## src/rtl/vga_pkg.sv

```systemverilog
// rtl/vga_pkg.sv - VGA 640x480@60 timing defaults and helpers
package vga_pkg;

    localparam int CNT_W = 10;
    localparam int MAX_TOTAL = 1 << CNT_W;

    localparam int H_VISIBLE_DEF = 640;
    localparam int H_FRONT_DEF   = 16;
    localparam int H_SYNC_DEF    = 96;
    localparam int H_BACK_DEF    = 48;
    localparam int V_VISIBLE_DEF = 480;
    localparam int V_FRONT_DEF   = 10;
    localparam int V_SYNC_DEF    = 2;
    localparam int V_BACK_DEF    = 33;

    function automatic int timing_total(input int visible, input int front,
                                        input int sync, input int back);
        return visible + front + sync + back;
    endfunction

endpackage

```

## src/rtl/sync_counter.sv

```systemverilog
// rtl/sync_counter.sv - one raster axis: position counter with registered sync/active decode
module sync_counter
    import vga_pkg::*;
#(
    parameter int VISIBLE  = H_VISIBLE_DEF,
    parameter int FRONT    = H_FRONT_DEF,
    parameter int SYNC     = H_SYNC_DEF,
    parameter int BACK     = H_BACK_DEF,
    parameter int SYNC_POL = 0
) (
    input  logic             clk,
    input  logic             rst_n,
    input  logic             advance,
    output logic [CNT_W-1:0] pos,
    output logic             sync,
    output logic             active,
    output logic             wrap
);

    localparam int TOTAL = timing_total(VISIBLE, FRONT, SYNC, BACK);
    localparam logic [CNT_W-1:0] LAST       = CNT_W'(TOTAL - 1);
    localparam logic [CNT_W-1:0] VIS_END    = CNT_W'(VISIBLE);
    localparam logic [CNT_W-1:0] SYNC_START = CNT_W'(VISIBLE + FRONT);
    localparam logic [CNT_W-1:0] SYNC_END   = CNT_W'(VISIBLE + FRONT + SYNC);
    localparam logic ASSERTED = (SYNC_POL != 0);

    logic [CNT_W-1:0] pos_nxt;

    assign wrap = (pos == LAST);

    always_comb begin
        pos_nxt = pos;
        if (advance) begin
            pos_nxt = wrap ? '0 : pos + CNT_W'(1);
        end
    end

    // Flags decode the next position so they line up with pos after the edge.
    always_ff @(posedge clk) begin
        if (!rst_n) begin
            pos    <= LAST;
            sync   <= ~ASSERTED;
            active <= 1'b0;
        end else begin
            pos    <= pos_nxt;
            active <= (pos_nxt < VIS_END);
            sync   <= ((pos_nxt >= SYNC_START) && (pos_nxt < SYNC_END)) ? ASSERTED : ~ASSERTED;
        end
    end

endmodule

```

## src/rtl/vga_timing_gen.sv

```systemverilog
// rtl/vga_timing_gen.sv - VGA raster timing: pixel divider, h/v counters, line/frame pulses
module vga_timing_gen
    import vga_pkg::*;
#(
    parameter int H_VISIBLE = H_VISIBLE_DEF,
    parameter int H_FRONT   = H_FRONT_DEF,
    parameter int H_SYNC    = H_SYNC_DEF,
    parameter int H_BACK    = H_BACK_DEF,
    parameter int V_VISIBLE = V_VISIBLE_DEF,
    parameter int V_FRONT   = V_FRONT_DEF,
    parameter int V_SYNC    = V_SYNC_DEF,
    parameter int V_BACK    = V_BACK_DEF,
    parameter int SYNC_POL  = 0,
    parameter int CLK_DIV   = 1
) (
    input  logic             clk,
    input  logic             rst_n,
    output logic [CNT_W-1:0] colPos,
    output logic [CNT_W-1:0] rowPos,
    output logic             pix_en,
    output logic             visible,
    output logic             hsync,
    output logic             vsync,
    output logic             line_start,
    output logic             frame_start,
    output logic [7:0]       frame_count
);

    if (timing_total(H_VISIBLE, H_FRONT, H_SYNC, H_BACK) > MAX_TOTAL ||
        timing_total(V_VISIBLE, V_FRONT, V_SYNC, V_BACK) > MAX_TOTAL ||
        CLK_DIV < 1) begin : g_bad_params
        $error("vga_timing_gen: totals must be <= 1024 and CLK_DIV >= 1");
    end

    localparam int DIV_W = (CLK_DIV > 1) ? $clog2(CLK_DIV) : 1;
    localparam logic [DIV_W-1:0] DIV_LAST = DIV_W'(CLK_DIV - 1);

    logic [DIV_W-1:0] div_cnt;
    logic             h_active;
    logic             v_active;
    logic             h_wrap;
    logic             v_wrap;
    logic             v_advance;

    always_ff @(posedge clk) begin
        if (!rst_n) begin
            div_cnt <= '0;
        end else if (div_cnt == DIV_LAST) begin
            div_cnt <= '0;
        end else begin
            div_cnt <= div_cnt + DIV_W'(1);
        end
    end

    // Gated by rst_n so CLK_DIV==1 advances on the very first edge after release.
    assign pix_en    = rst_n & (div_cnt == DIV_LAST);
    assign v_advance = pix_en & h_wrap;

    sync_counter #(
        .VISIBLE(H_VISIBLE), .FRONT(H_FRONT), .SYNC(H_SYNC), .BACK(H_BACK), .SYNC_POL(SYNC_POL)
    ) u_h (
        .clk(clk), .rst_n(rst_n), .advance(pix_en),
        .pos(colPos), .sync(hsync), .active(h_active), .wrap(h_wrap)
    );

    sync_counter #(
        .VISIBLE(V_VISIBLE), .FRONT(V_FRONT), .SYNC(V_SYNC), .BACK(V_BACK), .SYNC_POL(SYNC_POL)
    ) u_v (
        .clk(clk), .rst_n(rst_n), .advance(v_advance),
        .pos(rowPos), .sync(vsync), .active(v_active), .wrap(v_wrap)
    );

    assign visible = h_active & v_active;

    always_ff @(posedge clk) begin
        if (!rst_n) begin
            line_start  <= 1'b0;
            frame_start <= 1'b0;
            frame_count <= 8'hFF;
        end else begin
            line_start  <= v_advance;
            frame_start <= v_advance & v_wrap;
            if (v_advance && v_wrap) begin
                frame_count <= frame_count + 8'd1;
            end
        end
    end

endmodule

```

## config.mk

```make
export PLATFORM = sky130hd
export DESIGN_NAME = vga_timing_gen
export DESIGN_NICKNAME = d
export VERILOG_FILES = /design/src/rtl/vga_pkg.sv /design/src/rtl/sync_counter.sv /design/src/rtl/vga_timing_gen.sv
export SDC_FILE = /design/constraint.sdc
export NUM_CORES = 1
export LEC_CHECK = 0
export CAP_MARGIN = 20
export CORE_ASPECT_RATIO = 1.2
export CORE_MARGIN = 2
export CORE_UTILIZATION = 55
export DETAILED_ROUTE_END_ITERATION = 16
export PLACE_DENSITY = 0.83
export SLEW_MARGIN = 20
export SYNTH_ARGS = -nofsm -noshare
export SYNTH_HDL_FRONTEND = slang
export SYNTH_SLANG_ARGS = --single-unit
```

## constraint.sdc

```tcl
create_clock -name clk -period 2.93 [get_ports clk]
set_clock_uncertainty 0.05 [all_clocks]
set_input_delay 0.293 -clock clk [delete_from_list [all_inputs] [get_ports clk]]
set_output_delay 0.293 -clock clk [all_outputs]
set_load 0.02 [all_outputs]
```

=== Yosys cells after proc, flatten, opt, wreduce, memory -nomap -nowiden ===
Cells that the tools add are included.

* Flip-flop bits (word level): 35
* Latch bits: 0
* Memory bits (writable): 0
* Memory bits (read-only): 0
* Input port bits: 2
* Output and inout bits: 34
* Logic and storage cells: 37
* Memories kept: 0

* Add/subtract/negate cells: 4
* Multipliers: 0
* Div/mod/pow operators: 0
* $lt $le $gt $ge: 6
* Equal/unequal tests: 2
* Shift-type cells: 0
* Muxes and demuxes: 6
* Bitwise gates (word level): 5
* Reductions and logical operators: 4

{| class="wikitable"
|+ Operator list
! kind !! count
|-
| $mux W10 || 4
|-
| $add A10 B1 Y10 const B || 2
|-
| $eq A10 B10 Y1 const B || 2
|-
| $lt A10 B10 Y1 const B || 2
|-
| $lt A10 B9 Y1 const B || 2
|-
| $ge A10 B10 Y1 const B || 1
|-
| $ge A10 B9 Y1 const B || 1
|-
| $add A8 B1 Y8 const B || 1
|-
| $and A1 B1 Y1 || 4
|-
| $logic_and A1 B1 Y1 || 3
|-
| $mux W1 || 2
|-
| $reduce_and A2 Y1 || 1
|-
| $add A1 B1 Y1 const B || 1
|-
| $not A1 Y1 || 1
|}

=== Logic depth before layout (Yosys ltp) ===
Gate-level depths: netlist of run 1.

* Depth after elaboration: 7
* Depth in mapped cells: 9
* Depth with buffers taken out: 7

=== Hierarchy ===
A second synthesis of run 1 with hierarchy kept.

* Cell total of the unflattened synthesis: 213
* Area, all modules: 1856.8 µm²

{| class="wikitable"
|+ Modules (own cells, without submodules)
! module !! times used !! cells an instance !! area each (µm²) !! sequential area each (µm²)
|-
| sync_counter at u_v || 1 || 85 || 714.4 || 240.2
|-
| sync_counter at u_h || 1 || 78 || 674.4 || 240.2
|-
| vga_timing_gen || 1 || 50 || 467.9 || 220.2
|}

=== Worst setup path after synthesis of run 1 ===
No wires, ideal clock.

* Path kind: flip-flop to flip-flop
* Start: reg u_v.pos[0]
* End: reg frame_count[1]
* Library setup time: 0.129 ns
* Data arrival time: 1.938 ns
* Required time: 2.751 ns
* Setup slack: 0.812 ns
* Stages on the path, launching flop included: 9
* Path buffers: 1
* Clock period less this slack: 2.118 ns
* Path through: dfxtp_1 inv_1 ha_1 or4b_4 nor4_4 and2_1 buf_4 mux2i_1 nand2_1

* Longest elaborated chain between the ends: 2

{| class="wikitable"
|+ RTL lines
! item !! RTL line !! source
|-
| start: declaration || sync_counter.sv:14 || <nowiki>output logic [CNT_W-1:0] pos,</nowiki>
|-
| start signal: assignment || sync_counter.sv:45 || <nowiki>pos <= pos_nxt;</nowiki>
|-
| $eq A10 B10 Y1 || sync_counter.sv:29 || <nowiki>assign wrap = (pos == LAST);</nowiki>
|-
| $logic_and A1 B1 Y1 || vga_timing_gen.sv:83 || <nowiki>if (v_advance && v_wrap) begin</nowiki>
|-
| end signal: assignment || vga_timing_gen.sv:84 || <nowiki>frame_count <= frame_count + 8'd1;</nowiki>
|-
| end: declaration || vga_timing_gen.sv:26 || <nowiki>output logic [7:0] frame_count</nowiki>
|}

Every way passes these cells.
A chain may end at the register's enable or synchronous reset.

=== Worst setup path after layout of run 1 ===
* Start: reg u_h.pos[0]
* End: reg u_v.pos[8]

* Longest elaborated chain between the ends: 3

{| class="wikitable"
|+ RTL lines
! item !! RTL line !! source
|-
| start: declaration || sync_counter.sv:14 ||
|-
| start signal: assignment || sync_counter.sv:45 ||
|-
| $eq A10 B10 Y1 || sync_counter.sv:29 ||
|-
| $and A1 B1 Y1 || vga_timing_gen.sv:57 || <nowiki>assign v_advance = pix_en & h_wrap;</nowiki>
|-
| $mux W10 || sync_counter.sv:33 || <nowiki>if (advance) begin</nowiki>
|}

Every way passes these cells.

==> results of run 1 <==
==> sequential cells by signal (all words and copies together), names as in the netlist <==
name / cells
frame_count: 8
u_h.sync: 1
u_h.active: 1
div_cnt: 1
line_start: 1
u_v.sync: 1
u_v.active: 1
u_h.pos: 10
frame_start: 1
u_v.pos: 10
==> worst max path at each step <==
stage                     cells past startpoint             startpoint                           to
after detailed placement                      7                  rst_n        u_v.pos[8]$_SDFF_PN0_
after floorplan                               8  u_v.pos[0]$_SDFF_PN0_  frame_count[1]$_SDFFE_PN1P_
after global placement                        7                  rst_n        u_v.pos[8]$_SDFF_PN0_
after CTS                                     7  u_h.pos[0]$_SDFF_PN1_        u_v.pos[8]$_SDFF_PN0_
after global routing                          7  u_h.pos[0]$_SDFF_PN1_        u_v.pos[8]$_SDFF_PN0_
final                                         7  u_h.pos[0]$_SDFF_PN1_        u_v.pos[8]$_SDFF_PN0_
==> layer usage <==
layer | wire length, um | global-route usage, % | up-vias
li1 | - | - | 879
met1 | 1859 | 27.46 | 830
met2 | 2161 | 36.08 | 61
met3 | 232 | 5.784 | 12
met4 | 119 | 12.66 | 0
met5 | 0 | 0 | -
==> power by group <==
part           internal, mW  switching [mW]
Combinational         0.177           0.220
Clock                 0.253           0.180
Sequential            0.518          0.0581
==> cell usage in the layout (no fill, tap or decap), types with 2 or more instances in the layout <==
cell type	n
nand3_1	14
and3_1	3
nor2_1	11
nor4_1	5
buf_4	2
and4_1	2
inv_1	6
clkinv_4	2
nand4b_1	4
nand3b_1	2
a31oi_1	3
nor3_1	7
ha_1	4
o311ai_0	3
nand2_1	26
and2_1	7
xnor2_1	11
clkbuf_8	5
nand2b_1	2
or4_1	2
a21oi_1	6
mux2i_1	4
o21ai_0	13
clkdlybuf4s50_1	35
nor2b_1	5
a211oi_1	2
xor2_1	8
dfxtp_1	35
nand4_1	8
==> logic make-up (layout without fill, tap and decap cells) <==
family          count (synthesis)  in the layout  share of synthesized area [%]
compound gates                 39             39                          13.25
xor+xnor                       19             19                          8.515
fa+ha+maj                       4              4                          2.561
buf+inv                        24             52                          6.018
flops                          35             35                          35.85
mux                             4              4                          2.049
other cells                     1              1                         0.1919
simple gates                  105            105                          31.56
==> worst max-delay path, stage by stage (launching register included) <==
cell      delay (ps)
dfxtp_1          420
ha_1             370
and3_1           280
nand4_4          270
clkinv_4         230
nand2b_1          80
or4_1            500
a21boi_1         140
==> stage by stage <==
step	worst slack (ps)	total power [mW]	util (%)	hold WS, ps	instance area, um2
3_3_place_gp	549.0	0.9754	67.71	434.1	2280
3_5_place_dp	513.1	0.9800	67.71	456.5	2280
6_report	520.6	1.406	71.05	470.1	2392
2_1_floorplan	812.4	0.8593	-	528.8	1954
4_1_cts	519.1	1.410	71.05	476.3	2392
5_1_grt	302.1	1.474	71.05	526.0	2392
==> layout make-up <==
class	instances	area, um2	share of cell area (%)
Clock buffer	5	68.82	2.877
Clock inverter	3	43.79	1.831
Inverter	7	31.28	1.308
Multi-Input combinational cell	172	1136	47.49
Sequential cell	35	700.7	29.29
Tap cell	37	46.29	1.935
Timing Repair Buffer	37	365.4	15.27
==> flow_summary.yaml, run 1 <==
detailed_routing:
  drc: 0
  viasPerCell: 6.020
  routedWlPerCell_um: 14.77
  first_iter_violations: 87
  drtAntennaViolNets: 0
  vias: 1782
  dr.pass1.iters: 4
  drt_wl_total_um: 4372
sta:
  drv_slew: 0
  timing.final.crit_share_pct: 82.23
  relSlewSlack_pct: 62.21
  worstMarginPinSlew_ps: 552.6
  finalSetupViolCount: 0
  period_needed_ps: 2409
  final_hold_viol_count: 0
  fmax_mhz: 415.0
  fin_setup_tns_ps: 0
  rsz0062_at_grt: "false"
power_and_ir_drop:
  powerDensity_mw_per_mm2: 587.9
  power_leakage_nw: 0.9108
  vdd_drop_max_uv: 521.7
worst_hold_path:
  holdPathEnd: "frame_count[7]$_SDFFE_PN1P_"
  hold_depth: 2
  hp-class: "reg2reg"
  min_from: "frame_count[7]$_SDFFE_PN1P_"
global_routing:
  grt_first_pass_wirelength_um: 7279
  antenna_found_initial: 0
  grt_max_degree: 35
  grt.overflow.total: 0
  track_usage_pct: 22.79
  grt_pass1_vias: 1638
clocking:
  cts_tree: "done"
  htreeDepth: 2
  cts_hold_buf: 0
  ctsRootBufferMaster: "clkbuf_8"
  cts_resized: 0
  cts_buffers: 5
  postCtsSetupBuffers: 0
  clk_pin_slew_ps: 70
  clock-sinks: 35
  worst_skew_pair.late_latency_ps: 290
  ctsLongestPathBuffers: 2
floorplanning:
  core_mm2: 0.003367
  rows: 23
  die_height_um: 69.30
  ios: 36
  start_util_pct: 58.05
  die-area_mm2: 0.004048
  dieWidth_um: 58.42
synthesis:
  synth_top_area_share_pct: 35.85
  synthTopCellsByCount: "dfxtp_1 (35), nand2_1 (26), nand3_1 (14)"
  synth_top_area_cell: "dfxtp_1"
  syn_nets: 237
  synth_edf_count: 0
  netlist-cell-type-count: 50
  postSynthAreaPerCell_um2: 8.460
  syn-cell-area_mm2: 0.001954
  ys_ff_latch: 35
  yosysMostFrequentCell: "dfxtp_1"
  async_flop_share_pct: 0
  ys_seq_area_share_pct: 35.85
  syn_inst: 231
  yosysWarnings: 0
  synth_area_leaders: "dfxtp_1 (36%), nand2_1 (5.0%), xnor2_1 (4.9%), nand3_1 (3.6%), xor2_1 (3.6%)"
  ys.flop_type: "dfxtp_1"
critical_path:
  r2r_cells: 7
  cp_max_fo: 18
  path_class: "reg2reg"
  r2r_start: "u_h.pos[0]$_SDFF_PN1_"
  critPathLaunchType: "flip-flop"
  cp.required_ps: 3110
  r2r_end: "u_v.pos[8]$_SDFF_PN0_"
  reg2reg_setup_slack_ps: 520
  arrival_ps: 2590
  end_kind: "flip-flop"
place:
  portBuffers: 35
  hpwl_um: 3046
  place.gp.congestion: 0.9411
  place_inst: 288
final_layout:
  final_cells: 296
  fillers: 258
  fin_nets: 264
  antenna_cells: 0
  syn2layout_area_growth_pct: 22.41
  drive_above_1_share_pct: 5.792
flow_run:
  maxCapViolCount: 0
run_status:
  status: "finished clean"
No activity file was read; power rests on OpenSTA's default activity.
==> run 2, diff against run 1 <==
--- a/config.mk
+++ b/config.mk
@@ -8,9 +8,9 @@
 export CAP_MARGIN = 20
 export CORE_ASPECT_RATIO = 1.2
 export CORE_MARGIN = 2
-export CORE_UTILIZATION = 55
+export CORE_UTILIZATION = 52
 export DETAILED_ROUTE_END_ITERATION = 16
-export PLACE_DENSITY = 0.83
+export PLACE_DENSITY = 0.79
 export SLEW_MARGIN = 20
 export SYNTH_ARGS = -nofsm -noshare
 export SYNTH_HDL_FRONTEND = slang
==> constraint.sdc (replaced) <==
create_clock -name clk -period 2.5 [get_ports clk]
set_clock_uncertainty 0.05 [all_clocks]
set_input_delay 0.25 -clock clk [delete_from_list [all_inputs] [get_ports clk]]
set_output_delay 0.25 -clock clk [all_outputs]
set_load 0.02 [all_outputs]
==> flow_summary.yaml, run 2 (synthesis gave the netlist of run 1 again) <==
floorplanning:
  die_height_um: 71.16
  core_mm2: 0.003633
  ios: 36
  rows: 24
  die-area_mm2: 0.004267
  start_util_pct: 53.79
  dieWidth_um: 59.97
sta:
  drv_slew: 0
  final_hold_viol_count: 0
  timing.final.crit_share_pct: 87.96
  worstMarginPinSlew_ps: 552.8
  fin_setup_tns_ps: 0
  fmax_mhz: 454.8
  rsz0062_at_grt: "false"
  relSlewSlack_pct: 62.20
  finalSetupViolCount: 0
  period_needed_ps: 2199
detailed_routing:
  drc: 0
  dr.pass1.iters: 5
  dr_wl_met3_um: 251
  wl_met2_um: 2334
  met1_length_um: 1975
  drt_wl_total_um: 4695
  routedWlPerCell_um: 14.76
  vias: 1849
  drtAntennaViolNets: 0
  top_layer: "met4"
  viasPerCell: 5.814
  first_iter_violations: 122
clocking:
  postCtsSetupBuffers: 0
  cts_buffers: 5
  cts_resized: 0
  clock-sinks: 35
  cts_tree: "done"
  ctsRootBufferMaster: "clkbuf_8"
  cts_hold_buf: 0
  ctsLongestPathBuffers: 2
  htreeDepth: 2
  worst_skew_pair.late_latency_ps: 290
  clk_pin_slew_ps: 70
critical_path:
  cp.required_ps: 2620
  arrival_ps: 2320
  path_class: "reg2reg"
  cp_max_fo: 6
  end_kind: "flip-flop"
  critPathLaunchType: "flip-flop"
global_routing:
  grt.overflow.total: 0
  grt_pass1_vias: 1653
  antenna_found_initial: 0
  grt_first_pass_wirelength_um: 7507
  track_usage_pct: 22.89
  grt_max_degree: 35
final_layout:
  final_cell_mix: "dfxtp_1 (35), clkdlybuf4s50_1 (35), nand2_1 (26)"
  syn2layout_area_growth_pct: 27.08
  antenna_cells: 0
  largestRegisters: "u_h.pos x10, u_v.pos x10, frame_count x8"
  fin_nets: 271
  drive_above_1_share_pct: 7.895
place:
  portBuffers: 35
  hpwl_um: 3313
  place.gp.congestion: 0.9130
worst_hold_path:
  hp-class: "reg2reg"
power_and_ir_drop:
  vdd_drop_max_uv: 603.9
  powerDensity_mw_per_mm2: 711.9
  power_leakage_nw: 0.9520
  fin_total_pwr_mw: 1.768
run_status:
  status: "finished clean"
flow_run:
  maxCapViolCount: 0
## run 2: layout make-up
type | instances | area, um2
inverters | 7 | 31.28
repair buffers | 44 | 417.9
flip-flops and latches | 35 | 700.7
clock inverters | 2 | 60.06
fillers | 316 | 1150
well taps | 52 | 65.06
clock buffers | 6 | 72.57
multi-input cells | 172 | 1136
## run 2: path summary, 6_finish.rpt
| path | from | end | slack (ps) | cells past startpoint |
|---|---|---|---|---|
| setup / recovery | u_v.pos[0]$_SDFF_PN0_ | frame_count[1]$_SDFFE_PN1P_ | 300 | 7 |
| hold / removal | frame_count[7]$_SDFFE_PN1P_ | frame_count[7]$_SDFFE_PN1P_ | 460 | 2 |
| setup reg to reg | u_v.pos[0]$_SDFF_PN0_ | frame_count[1]$_SDFFE_PN1P_ | 300 | 7 |
| hold reg to reg | frame_count[7]$_SDFFE_PN1P_ | frame_count[7]$_SDFFE_PN1P_ | 460 | 2 |
## run 2: stage by stage
step                      std cells  util, %  instance area [um2]  hold slack [ps]  worst slack, ps
after global routing            318    68.35                 2484            500.9            185.0
after global placement          310    64.70                 2351            441.4            257.5
after floorplan                 231        -                 1954            512.3            382.4
after detailed placement        310    64.70                 2351            441.5            200.7
after CTS                       318    68.35                 2484            465.8            274.9
final                           318    68.35                 2484            458.6            301.0
## run 2: power breakdown
group          internal (mW)  total [mW]  switching, mW
Combinational          0.221       0.493          0.272
Clock                  0.399       0.602          0.204
Sequential             0.607       0.673         0.0656
## run 2: layer usage
layer	up-vias	track usage, %
met2	73	37.68
li1	897	-
met5	-	0
met3	13	4.570
met1	866	28.06
met4	0	10.62
## run 2: critical path, stage by stage (launching register included)
cell and delay (ps):
dfxtp_1 330, inv_1 60, ha_1 180, or4b_4 480
nor4_4 350, and2_1 340, mux2i_1 230, nand2_1 60
